==> src/rtl/trivium_word_packer.sv <==
// Packs the 1-bit trivium keystream LSB-first into WIDTH-bit words and queues them in a
// first-word-fall-through FIFO. Optional repetition alarm is enabled by REPEAT_CHECK_EN.
`timescale 1ns/1ps
module trivium_word_packer #(
  parameter int unsigned WIDTH     = 32,
  parameter int unsigned DEPTH     = 4,
  parameter int unsigned DISCARD   = 0,
  parameter int unsigned CNT_W     = 16,
  parameter int unsigned REP_LIMIT = 64
) (
  input  logic             clk,
  input  logic             rst_n,
  input  logic             restart_i,
  input  logic             ks_bit_i,
  input  logic             ks_valid_i,
  output logic [WIDTH-1:0] out_data_o,
  output logic             out_valid_o,
  input  logic             out_ready_i,
  output logic             overflow_o,
  output logic [CNT_W-1:0] drop_cnt_o,
  output logic             alarm_o
);

  localparam int unsigned AW = (DEPTH > 1) ? $clog2(DEPTH) : 1;
  localparam int unsigned BW = (WIDTH > 1) ? $clog2(WIDTH) : 1;
  localparam int unsigned DW = (DISCARD > 1) ? $clog2(DISCARD) : 1;

`ifdef REPEAT_CHECK_EN
  localparam int unsigned RW = $clog2(REP_LIMIT + 1);
  typedef enum logic [1:0] {StDiscard, StCollect, StAlarm} state_e;
`else
  typedef enum logic [0:0] {StDiscard, StCollect} state_e;
`endif

  // With no bits to discard the packer starts straight in collection.
  localparam state_e StStart = (DISCARD == 0) ? StCollect : StDiscard;

  state_e           state_q, state_d;
  logic [WIDTH-1:0] sr_q, sr_d;
  logic [BW-1:0]    bit_cnt_q, bit_cnt_d;
  logic [DW-1:0]    disc_cnt_q, disc_cnt_d;
  logic [WIDTH-1:0] mem_q [DEPTH];
  logic [AW-1:0]    wr_ptr_q, wr_ptr_d;
  logic [AW-1:0]    rd_ptr_q, rd_ptr_d;
  logic [AW:0]      count_q, count_d;
  logic             overflow_q, overflow_d;
  logic [CNT_W-1:0] drop_cnt_q, drop_cnt_d;
  logic             alarm_q, alarm_d;
`ifdef REPEAT_CHECK_EN
  logic [RW-1:0]    run_q, run_d, run_next;
  logic             last_q, last_d;
`endif

  logic             push, pop, full, wr_en, drop;
  logic [WIDTH-1:0] push_word;

  assign out_valid_o = (count_q != '0);
  assign out_data_o  = out_valid_o ? mem_q[rd_ptr_q] : '0;
  assign overflow_o  = overflow_q;
  assign drop_cnt_o  = drop_cnt_q;
  assign alarm_o     = alarm_q;

  always_comb begin
    state_d    = state_q;
    sr_d       = sr_q;
    bit_cnt_d  = bit_cnt_q;
    disc_cnt_d = disc_cnt_q;
    wr_ptr_d   = wr_ptr_q;
    rd_ptr_d   = rd_ptr_q;
    count_d    = count_q;
    overflow_d = overflow_q;
    drop_cnt_d = drop_cnt_q;
    alarm_d    = alarm_q;
    push       = 1'b0;
    push_word  = '0;
`ifdef REPEAT_CHECK_EN
    run_d      = run_q;
    last_d     = last_q;
    run_next   = '0;
`endif

    if (ks_valid_i) begin
      if (state_q == StDiscard) begin
        if (32'(disc_cnt_q) == DISCARD - 1) begin
          state_d    = StCollect;
          disc_cnt_d = '0;
        end else begin
          disc_cnt_d = disc_cnt_q + 1'b1;
        end
      end else if (state_q == StCollect) begin
        sr_d[bit_cnt_q] = ks_bit_i;
        if (32'(bit_cnt_q) == WIDTH - 1) begin
          push      = 1'b1;
          push_word = sr_d;
          sr_d      = '0;
          bit_cnt_d = '0;
        end else begin
          bit_cnt_d = bit_cnt_q + 1'b1;
        end
`ifdef REPEAT_CHECK_EN
        // run_q == 0 marks "no previous bit" since the last clear.
        run_next = (run_q != '0 && ks_bit_i == last_q) ? run_q + 1'b1 : RW'(1);
        run_d    = run_next;
        last_d   = ks_bit_i;
        if (32'(run_next) == REP_LIMIT) begin
          // The tripping bit's word is suppressed along with everything after it.
          push    = 1'b0;
          alarm_d = 1'b1;
          state_d = StAlarm;
        end
`endif
      end
    end

    pop   = out_valid_o && out_ready_i;
    full  = (count_q == (AW+1)'(DEPTH));
    wr_en = push && (!full || pop);
    drop  = push && full && !pop;

    if (wr_en) wr_ptr_d = wr_ptr_q + 1'b1;
    if (pop)   rd_ptr_d = rd_ptr_q + 1'b1;
    if (wr_en && !pop)      count_d = count_q + 1'b1;
    else if (pop && !wr_en) count_d = count_q - 1'b1;

    if (drop) begin
      overflow_d = 1'b1;
      if (drop_cnt_q != '1) drop_cnt_d = drop_cnt_q + 1'b1;
    end

    if (restart_i) begin
      state_d    = StStart;
      sr_d       = '0;
      bit_cnt_d  = '0;
      disc_cnt_d = '0;
      wr_ptr_d   = '0;
      rd_ptr_d   = '0;
      count_d    = '0;
      overflow_d = 1'b0;
      drop_cnt_d = '0;
      alarm_d    = 1'b0;
      wr_en      = 1'b0;
`ifdef REPEAT_CHECK_EN
      run_d      = '0;
      last_d     = 1'b0;
`endif
    end
`ifndef REPEAT_CHECK_EN
    alarm_d = 1'b0;
`endif
  end

  always_ff @(posedge clk or negedge rst_n) begin
    if (!rst_n) begin
      state_q    <= StStart;
      sr_q       <= '0;
      bit_cnt_q  <= '0;
      disc_cnt_q <= '0;
      wr_ptr_q   <= '0;
      rd_ptr_q   <= '0;
      count_q    <= '0;
      overflow_q <= 1'b0;
      drop_cnt_q <= '0;
      alarm_q    <= 1'b0;
      for (int i = 0; i < int'(DEPTH); i++) mem_q[i] <= '0;
`ifdef REPEAT_CHECK_EN
      run_q      <= '0;
      last_q     <= 1'b0;
`endif
    end else begin
      state_q    <= state_d;
      sr_q       <= sr_d;
      bit_cnt_q  <= bit_cnt_d;
      disc_cnt_q <= disc_cnt_d;
      wr_ptr_q   <= wr_ptr_d;
      rd_ptr_q   <= rd_ptr_d;
      count_q    <= count_d;
      overflow_q <= overflow_d;
      drop_cnt_q <= drop_cnt_d;
      alarm_q    <= alarm_d;
      if (wr_en) mem_q[wr_ptr_q] <= push_word;
`ifdef REPEAT_CHECK_EN
      run_q      <= run_d;
      last_q     <= last_d;
`endif
    end
  end

endmodule
==> config.mk <==
export PLATFORM = sky130hd
export DESIGN_NAME = trivium_word_packer
export DESIGN_NICKNAME = d
export VERILOG_FILES = /design/src/rtl/trivium_word_packer.sv
export SDC_FILE = /design/constraint.sdc
export NUM_CORES = 1
export LEC_CHECK = 0
export BUFFER_PORTS_ARGS = -buffer_cell sky130_fd_sc_hd__clkbuf_2
export CAP_MARGIN = 0
export CORE_ASPECT_RATIO = 1.4
export CORE_MARGIN = 4
export CORE_UTILIZATION = 51
export CTS_BUF_LIST = sky130_fd_sc_hd__clkbuf_8 sky130_fd_sc_hd__clkbuf_16
export CTS_CLUSTER_DIAMETER = 50
export DETAILED_ROUTE_END_ITERATION = 7
export GPL_ROUTABILITY_DRIVEN = 0
export PLACE_DENSITY_LB_ADDON = 0.12
export SLEW_MARGIN = 20
export SYNTH_ARGS = -nofsm -noshare
export SYNTH_HDL_FRONTEND = slang
export SYNTH_SLANG_ARGS = --single-unit
==> constraint.sdc <==
create_clock -name clk -period 4.8 [get_ports clk]
set_input_delay 1.44 -clock clk [delete_from_list [all_inputs] [get_ports clk]]
set_output_delay 1.44 -clock clk [all_outputs]
set_load 0.1 [all_outputs]
==> results of run 1 <==
[stage by stage]
| stage | hold slack, ns | setup WS, ns | std cells |
|---|---|---|---|
| 2_1_floorplan | 0.452 | 0.721 | 790 |
| 3_3_place_gp | 0.462 | 1.39 | 1041 |
| 3_5_place_dp | 0.469 | 1.35 | 1041 |
| 4_1_cts | 0.485 | 0.902 | 1072 |
| 5_1_grt | 0.503 | 0.834 | 1072 |
| 6_report | 0.484 | 0.922 | 1072 |
[layout make-up]
cell class	count	share of cell area [%]
timing repair buffer	72	4.39
inverter	26	0.907
sequential	190	44.2
clock buffer	18	4.08
multi-input combinational	509	42.5
tap	244	2.84
clock inverter	13	1.11
[metal layers]
| metal | wire [um] | vias up | GRT usage, % |
|---|---|---|---|
| met1 | 9220 | 3285 | 26.8 |
| met4 | 199 | 0 | 5.19 |
| met5 | 0 | - | 0 |
| met3 | 648 | 16 | 3.26 |
| li1 | - | 2940 | - |
| met2 | 11200 | 128 | 37.0 |
[state kept, by name (all words and copies together), names as in the netlist, 2 cells and up]
name,flops
bit_cnt_q,5
sr_q,32
wr_ptr_q,2
count_q,3
drop_cnt_o,16
mem_q,128
rd_ptr_q,2
[how the worst min path moves through the flow]
stage,startpoint,to,cells after the start
2_1_floorplan,mem_q[42],mem_q[42],1
3_3_place_gp,mem_q[42],mem_q[42],1
3_5_place_dp,mem_q[11],mem_q[11],1
4_1_cts,mem_q[11],mem_q[11],1
5_1_grt,mem_q[74],mem_q[74],1
6_report,mem_q[11],mem_q[11],1
[synthesized netlist by cell type (16+ instances only)]
master and number:
sky130_fd_sc_hd__and2_1 39, sky130_fd_sc_hd__mux2_2 120, sky130_fd_sc_hd__o21ai_0 27, sky130_fd_sc_hd__mux2i_1 32, sky130_fd_sc_hd__a21oi_1 35, sky130_fd_sc_hd__clkbuf_1 34
sky130_fd_sc_hd__mux4_2 32, sky130_fd_sc_hd__a22o_1 16, sky130_fd_sc_hd__o22ai_1 16, sky130_fd_sc_hd__dfrtp_1 189, sky130_fd_sc_hd__inv_1 26, sky130_fd_sc_hd__nor2_1 45
[kinds of logic (layout without fill, tap and decap cells)]
group | after synthesis | count (layout)
AO/OA/AOI/OAI | 111 | 111
XOR/XNOR | 6 | 6
adder cells (fa/ha/maj) | 11 | 11
buffers and inverters | 91 | 129
flip-flops | 190 | 190
multiplexers | 195 | 195
other | 1 | 1
AND/OR/NAND/NOR | 185 | 185
[worst reg2reg max path: cells and delay by family, from the launching register on]
| kind | cells | cell delay, ns |
|---|---|---|
| compound gates | 4 | 0.74 |
| fa+ha+maj | 2 | 0.73 |
| flops | 1 | 1.00 |
| simple gates | 3 | 0.80 |
[power groups by stage]
stage	clock, uW	combinational, uW	sequential, uW
final	1340	113	1610
after global routing	1440	128	1610
after CTS	1380	115	1610
after detailed placement	0	115	1640
after global placement	0	111	1640
after floorplan	0	58.6	1640
==> metrics.txt, run 1 <==
part of the total power dissipated in the clock network 43.7%; CTS resizes 0; Internal Dissipation 2360 uW; count of pins on the block boundary 57; headroom to the max-slew limit 31.2%; mux cell area share after synthesis 25.8%; commonest non-fill, non-tap cells in the layout sky130_fd_sc_hd__dfrtp_1 (188), sky130_fd_sc_hd__mux2_2 (120), sky130_fd_sc_hd__clkbuf_2 (54), sky130_fd_sc_hd__nor2_1 (45), sky130_fd_sc_hd__and2_1 (39); Design Power 3060 uW; TritonCTS buffer count 17; Longest Clk Path Bufs 2; slew at the pin closest to its max-slew limit 1.03 ns; Rows 59; die outline area 21500 um2; total wire length 21300 um; area fraction in compound gates after synthesis 6.93%; data arrival time of the worst path 2.44 ns; family with the most delay on the worst path flip-flops; depth of the worst register-to-register path 9; dominant combinational cell family by area after synthesis multiplexers; GRT overflow 0; share of total power consumed by net switching 22.8%; cell chain of the critical path buf_12, mux4_2, and2_1, clkbuf_2; total placed instance area 10200 um2; residual antenna-violating net count after detailed routing 0; reg-to-reg critical path startpoint bit_cnt_q[3]; Worst Setup SP rd_ptr_q[1]; period utilisation layout 80.8%; height of the die 172 um; maximum fanout along the worst path 20; internal reg-to-reg setup slack 1.42 ns; net count after synthesis 807; Flop pwr share 52.6%; end-of-flow core utilization 57.6%; Via Count 6369; net load switching power 698 uW; layout filler cell count 1541; achievable frequency 258 MHz; max-cap violations 0; starting density of the core 52.3%; Final setup viols 0; hold bufs inserted after CTS 0; area share of fa/ha/maj cells after synthesis 1.49%; destination of the critical timing path out_data_o[4]; type of destination of the critical path output pin; Setup Fix Bufs, Post-CTS 0; Unique masters post-synth 53; asr flop ratio synth 100%; cell depth of the worst setup path 4; total track usage 20.8%; r2r endpoint count_q[1]; maximum cell stage delay along the critical path 0.85 ns; combined area of the multi-input logic cells 4570 um2; storage element area 4760 um2; static leakage power 0.00488 uW; power per unit of standard cell area 284 nW/um2; proportion of netlist area held by the largest area contributor 48.4%; total number of H-tree levels 4; most common library cell in the layout ignoring fill and taps sky130_fd_sc_hd__dfrtp_1; x dimension of the die 125 um; post-route cell area 10800 um2; time the final worst path needs with I/O delays and setup 3.88 ns; area leader, netlist sky130_fd_sc_hd__dfrtp_1; area growth from synthesis to layout 10.1%; predominant post-synthesis flop cell sky130_fd_sc_hd__dfrtp_1; number of iterations in the first detailed-routing pass 5; leading cell types by total area after synthesis sky130_fd_sc_hd__dfrtp_1 (48%), sky130_fd_sc_hd__mux2_2 (14%), sky130_fd_sc_hd__mux4_2 (7.4%), sky130_fd_sc_hd__mux2i_1 (3.3%), sky130_fd_sc_hd__and2_1 (2.5%); clock latency reported for the late side of the worst-skew pair 0.43 ns; final HPWL from detailed placement 13800 um; simple-gate area share of the yosys netlist 11.9%; status complete, no violations; share of the yosys chip area belonging to registers 48.7%; Synth Area in XOR/XNOR 0.538%; clock sink count 190; CP Data Required Time 3.36 ns; via density per instance 5.94; worst setup path class reg2out; Clock Pin Slew Worst Setup and Hold Paths 0.07 ns; number of remaining DRC errors 0; Hold Path Class reg2reg; Post-Synthesis Cell Area 9770 um2; Mean Syn Cell Area 12.4 um2; startpoint type of the worst setup path flip-flop; Max Clock Skew 0.0148 ns; number of input and output port buffers inserted 55; antenna violations before repair 0; first-pass GRT wire length 35800 um; part of the power in combinational logic 3.7%; clock tree from TritonCTS done; EDFF count, synth 0; Final Max Slew Viols 0; average routed wire per standard cell 19.9 um; Warnings, synthesis 0; final hold violation count 0; number of DRC violations after detailed-routing iteration 0 343; Antenna Diode Count 0; net total in the final layout 833; peak ir drop on the vdd network 0.241 mV; number of synthesized register bits 190; clock tree root buffer cell sky130_fd_sc_hd__clkbuf_16; largest net degree at the start of global routing 104; Critical-path top delay cell sky130_fd_sc_hd__dfrtp_1; vias in the first global route 6704; RSZ-0062 raised after global routing false; summed negative setup slack over all endpoints 0 ns; CP Buf/Inv Count 2; Synth Instances 790; share of cells above drive strength 1 32.9%; Core ar. 18700 um2
(Power assumes the default switching activity.)
==> run 2: changes to the inputs <==
==> constraint.sdc (replaced) <==
create_clock -name clk -period 3.95 [get_ports clk]
set_input_delay 1.185 -clock clk [delete_from_list [all_inputs] [get_ports clk]]
set_output_delay 1.185 -clock clk [all_outputs]
set_load 0.1 [all_outputs]
==> metrics.txt, run 2 (synthesized netlist as in run 1, its figures left out) <==
share of cells above drive strength 1 33.6% (+0.72 points); Core ar. 18700 um2 (unchanged); status complete, no violations; clock tree from TritonCTS done; Antenna Diode Count 0 (unchanged); summed negative setup slack over all endpoints 0 ns (unchanged); GRT overflow 0 (unchanged); final HPWL from detailed placement 13800 um (about the same); starting density of the core 52.3% (unchanged); slew at the pin closest to its max-slew limit 0.752 ns (-0.280 ns); Hold Path Class reg2reg; type of destination of the critical path output pin; maximum cell stage delay along the critical path 0.57 ns (-0.28 ns); final worst hold slack 0.485 ns (+0.000587 ns); final hold violation count 0 (unchanged); hold bufs inserted after CTS 0 (unchanged); minimum setup slack after placement 0.655 ns (-0.697 ns); total number of H-tree levels 4 (unchanged); amount of wire on met3 after detailed routing 559 um (-14%); largest net degree at the start of global routing 83 (-20%); height of the die 172 um (unchanged); number of cells in the finished layout apart from fillers 1078 (+0.56%); time the final worst path needs with I/O delays and setup 3.48 ns; top metal layer carrying routed signals met4; peak ir drop on the vdd network 0.186 mV (-23%); data arrival time of the worst path 2.30 ns (-0.14 ns); end-of-flow core utilization 58.0% (+0.46 points); number of remaining DRC errors 0 (unchanged); number of DRC violations after detailed-routing iteration 0 342 (-0.29%); maximum fanout along the worst path 20 (unchanged); Setup Fix Bufs, Post-CTS 0 (unchanged); CTS resizes 0 (unchanged); Critical-path top delay cell sky130_fd_sc_hd__mux4_2; metal1 wirelength 9070 um (-1.6%); total track usage 20.6% (-0.24 points); total wire length 21100 um (-1.1%); number of iterations in the first detailed-routing pass 4 (-1); via density per instance 5.91 (-0.48%); static leakage power 0.00494 uW (+1.1%); x dimension of the die 125 um (unchanged); Final setup viols 0 (unchanged); most common library cell in the layout ignoring fill and taps sky130_fd_sc_hd__dfrtp_1; cell chain of the critical path buf_4, mux4_2, and2_1, clkbuf_2; TritonCTS buffer count 17 (unchanged); number of input and output port buffers inserted 55 (unchanged); Rows 59 (unchanged); Via Count 6374 (+0.079%); count of pins on the block boundary 57 (unchanged); achievable frequency 287 MHz; CP Buf/Inv Count 2 (unchanged); worst setup path class reg2out; die outline area 21500 um2 (unchanged); Final Worst Setup Slack 0.468 ns (-0.454 ns); commonest non-fill, non-tap cells in the layout sky130_fd_sc_hd__dfrtp_1 (188), sky130_fd_sc_hd__mux2_2 (120), sky130_fd_sc_hd__clkbuf_2 (54), sky130_fd_sc_hd__nor2_1 (45), sky130_fd_sc_hd__and2_1 (39); first-pass GRT wire length 35900 um (+0.13%); period utilisation layout 88.2%; Max Clock Skew 0.0143 ns (-0.000500 ns); family with the most delay on the worst path buffers and inverters; clock latency reported for the late side of the worst-skew pair 0.43 ns (about the same); Clock Pin Slew Worst Setup and Hold Paths 0.07 ns (about the same); max-cap violations 0 (unchanged); vias in the first global route 6883 (+2.7%); average routed wire per standard cell 19.5 um (-1.7%); headroom to the max-slew limit 49.9% (+19 points); power per unit of standard cell area 356 nW/um2 (+25%); residual antenna-violating net count after detailed routing 0 (unchanged); CP Data Required Time 2.76 ns (-0.60 ns); RSZ-0062 raised after global routing false; clock tree root buffer cell sky130_fd_sc_hd__clkbuf_16; Final Max Slew Viols 0 (unchanged); area growth from synthesis to layout 11.0%; net total in the final layout 838 (+0.60%); startpoint type of the worst setup path flip-flop; clock sink count 190 (unchanged); total length of routed met2 wires 11300 um (+0.60%); Longest Clk Path Bufs 2 (unchanged); Largest register FFs 128 (unchanged); register bank with the most flops mem_q; antenna violations before repair 0 (unchanged); placed cell count 1046 (+0.48%)
==> run 2: path summary, 6_finish.rpt <==
check / from / end / slack [ns] / depth (start not counted)
worst max-delay path: rd_ptr_q[0] / out_data_o[4] / 0.47 / 4
worst min-delay path: mem_q[72] / mem_q[72] / 0.48 / 1
worst max register to register: bit_cnt_q[0] / mem_q[73] / 0.97 / 8
worst min register to register: mem_q[72] / mem_q[72] / 0.48 / 1
max in group asynchronous: rst_n / mem_q[53] / 2.24 / 2
min in group asynchronous: rst_n / mem_q[6] / 0.78 / 1
==> run 2: layout make-up <==
type | count | area (um2)
Tap cell | 244 | 305
Timing Repair Buffer | 77 | 509
Inverter | 26 | 97.6
Sequential cell | 190 | 4760
Multi-Input combinational cell | 509 | 4570
Clock inverter | 15 | 180
Clock buffer | 17 | 425
Fill cell | 1577 | 7840
==> run 2: report_power, final <==
part | internal [uW] | switching, uW | leakage [uW]
Sequential | 1950 | 4.12 | 0.00265
Clock | 1010 | 759 | 0.000302
Combinational | 33.7 | 104 | 0.00199
==> run 2: metal layers <==
metal  GRT usage, %  vias to the layer above
li1               -                     2942
met1           26.8                     3329
met2           36.6                       96
met3           2.95                        7
met4           5.09                        0
met5              0                        -
==> run 2: stage by stage <==
stage               cell area, um2  power, uW
floorplan                     9770       2060
global placement             10200       2130
detailed placement           10200       2130
CTS                          10800       3900
global route                 10800       3990
finish                       10800       3850
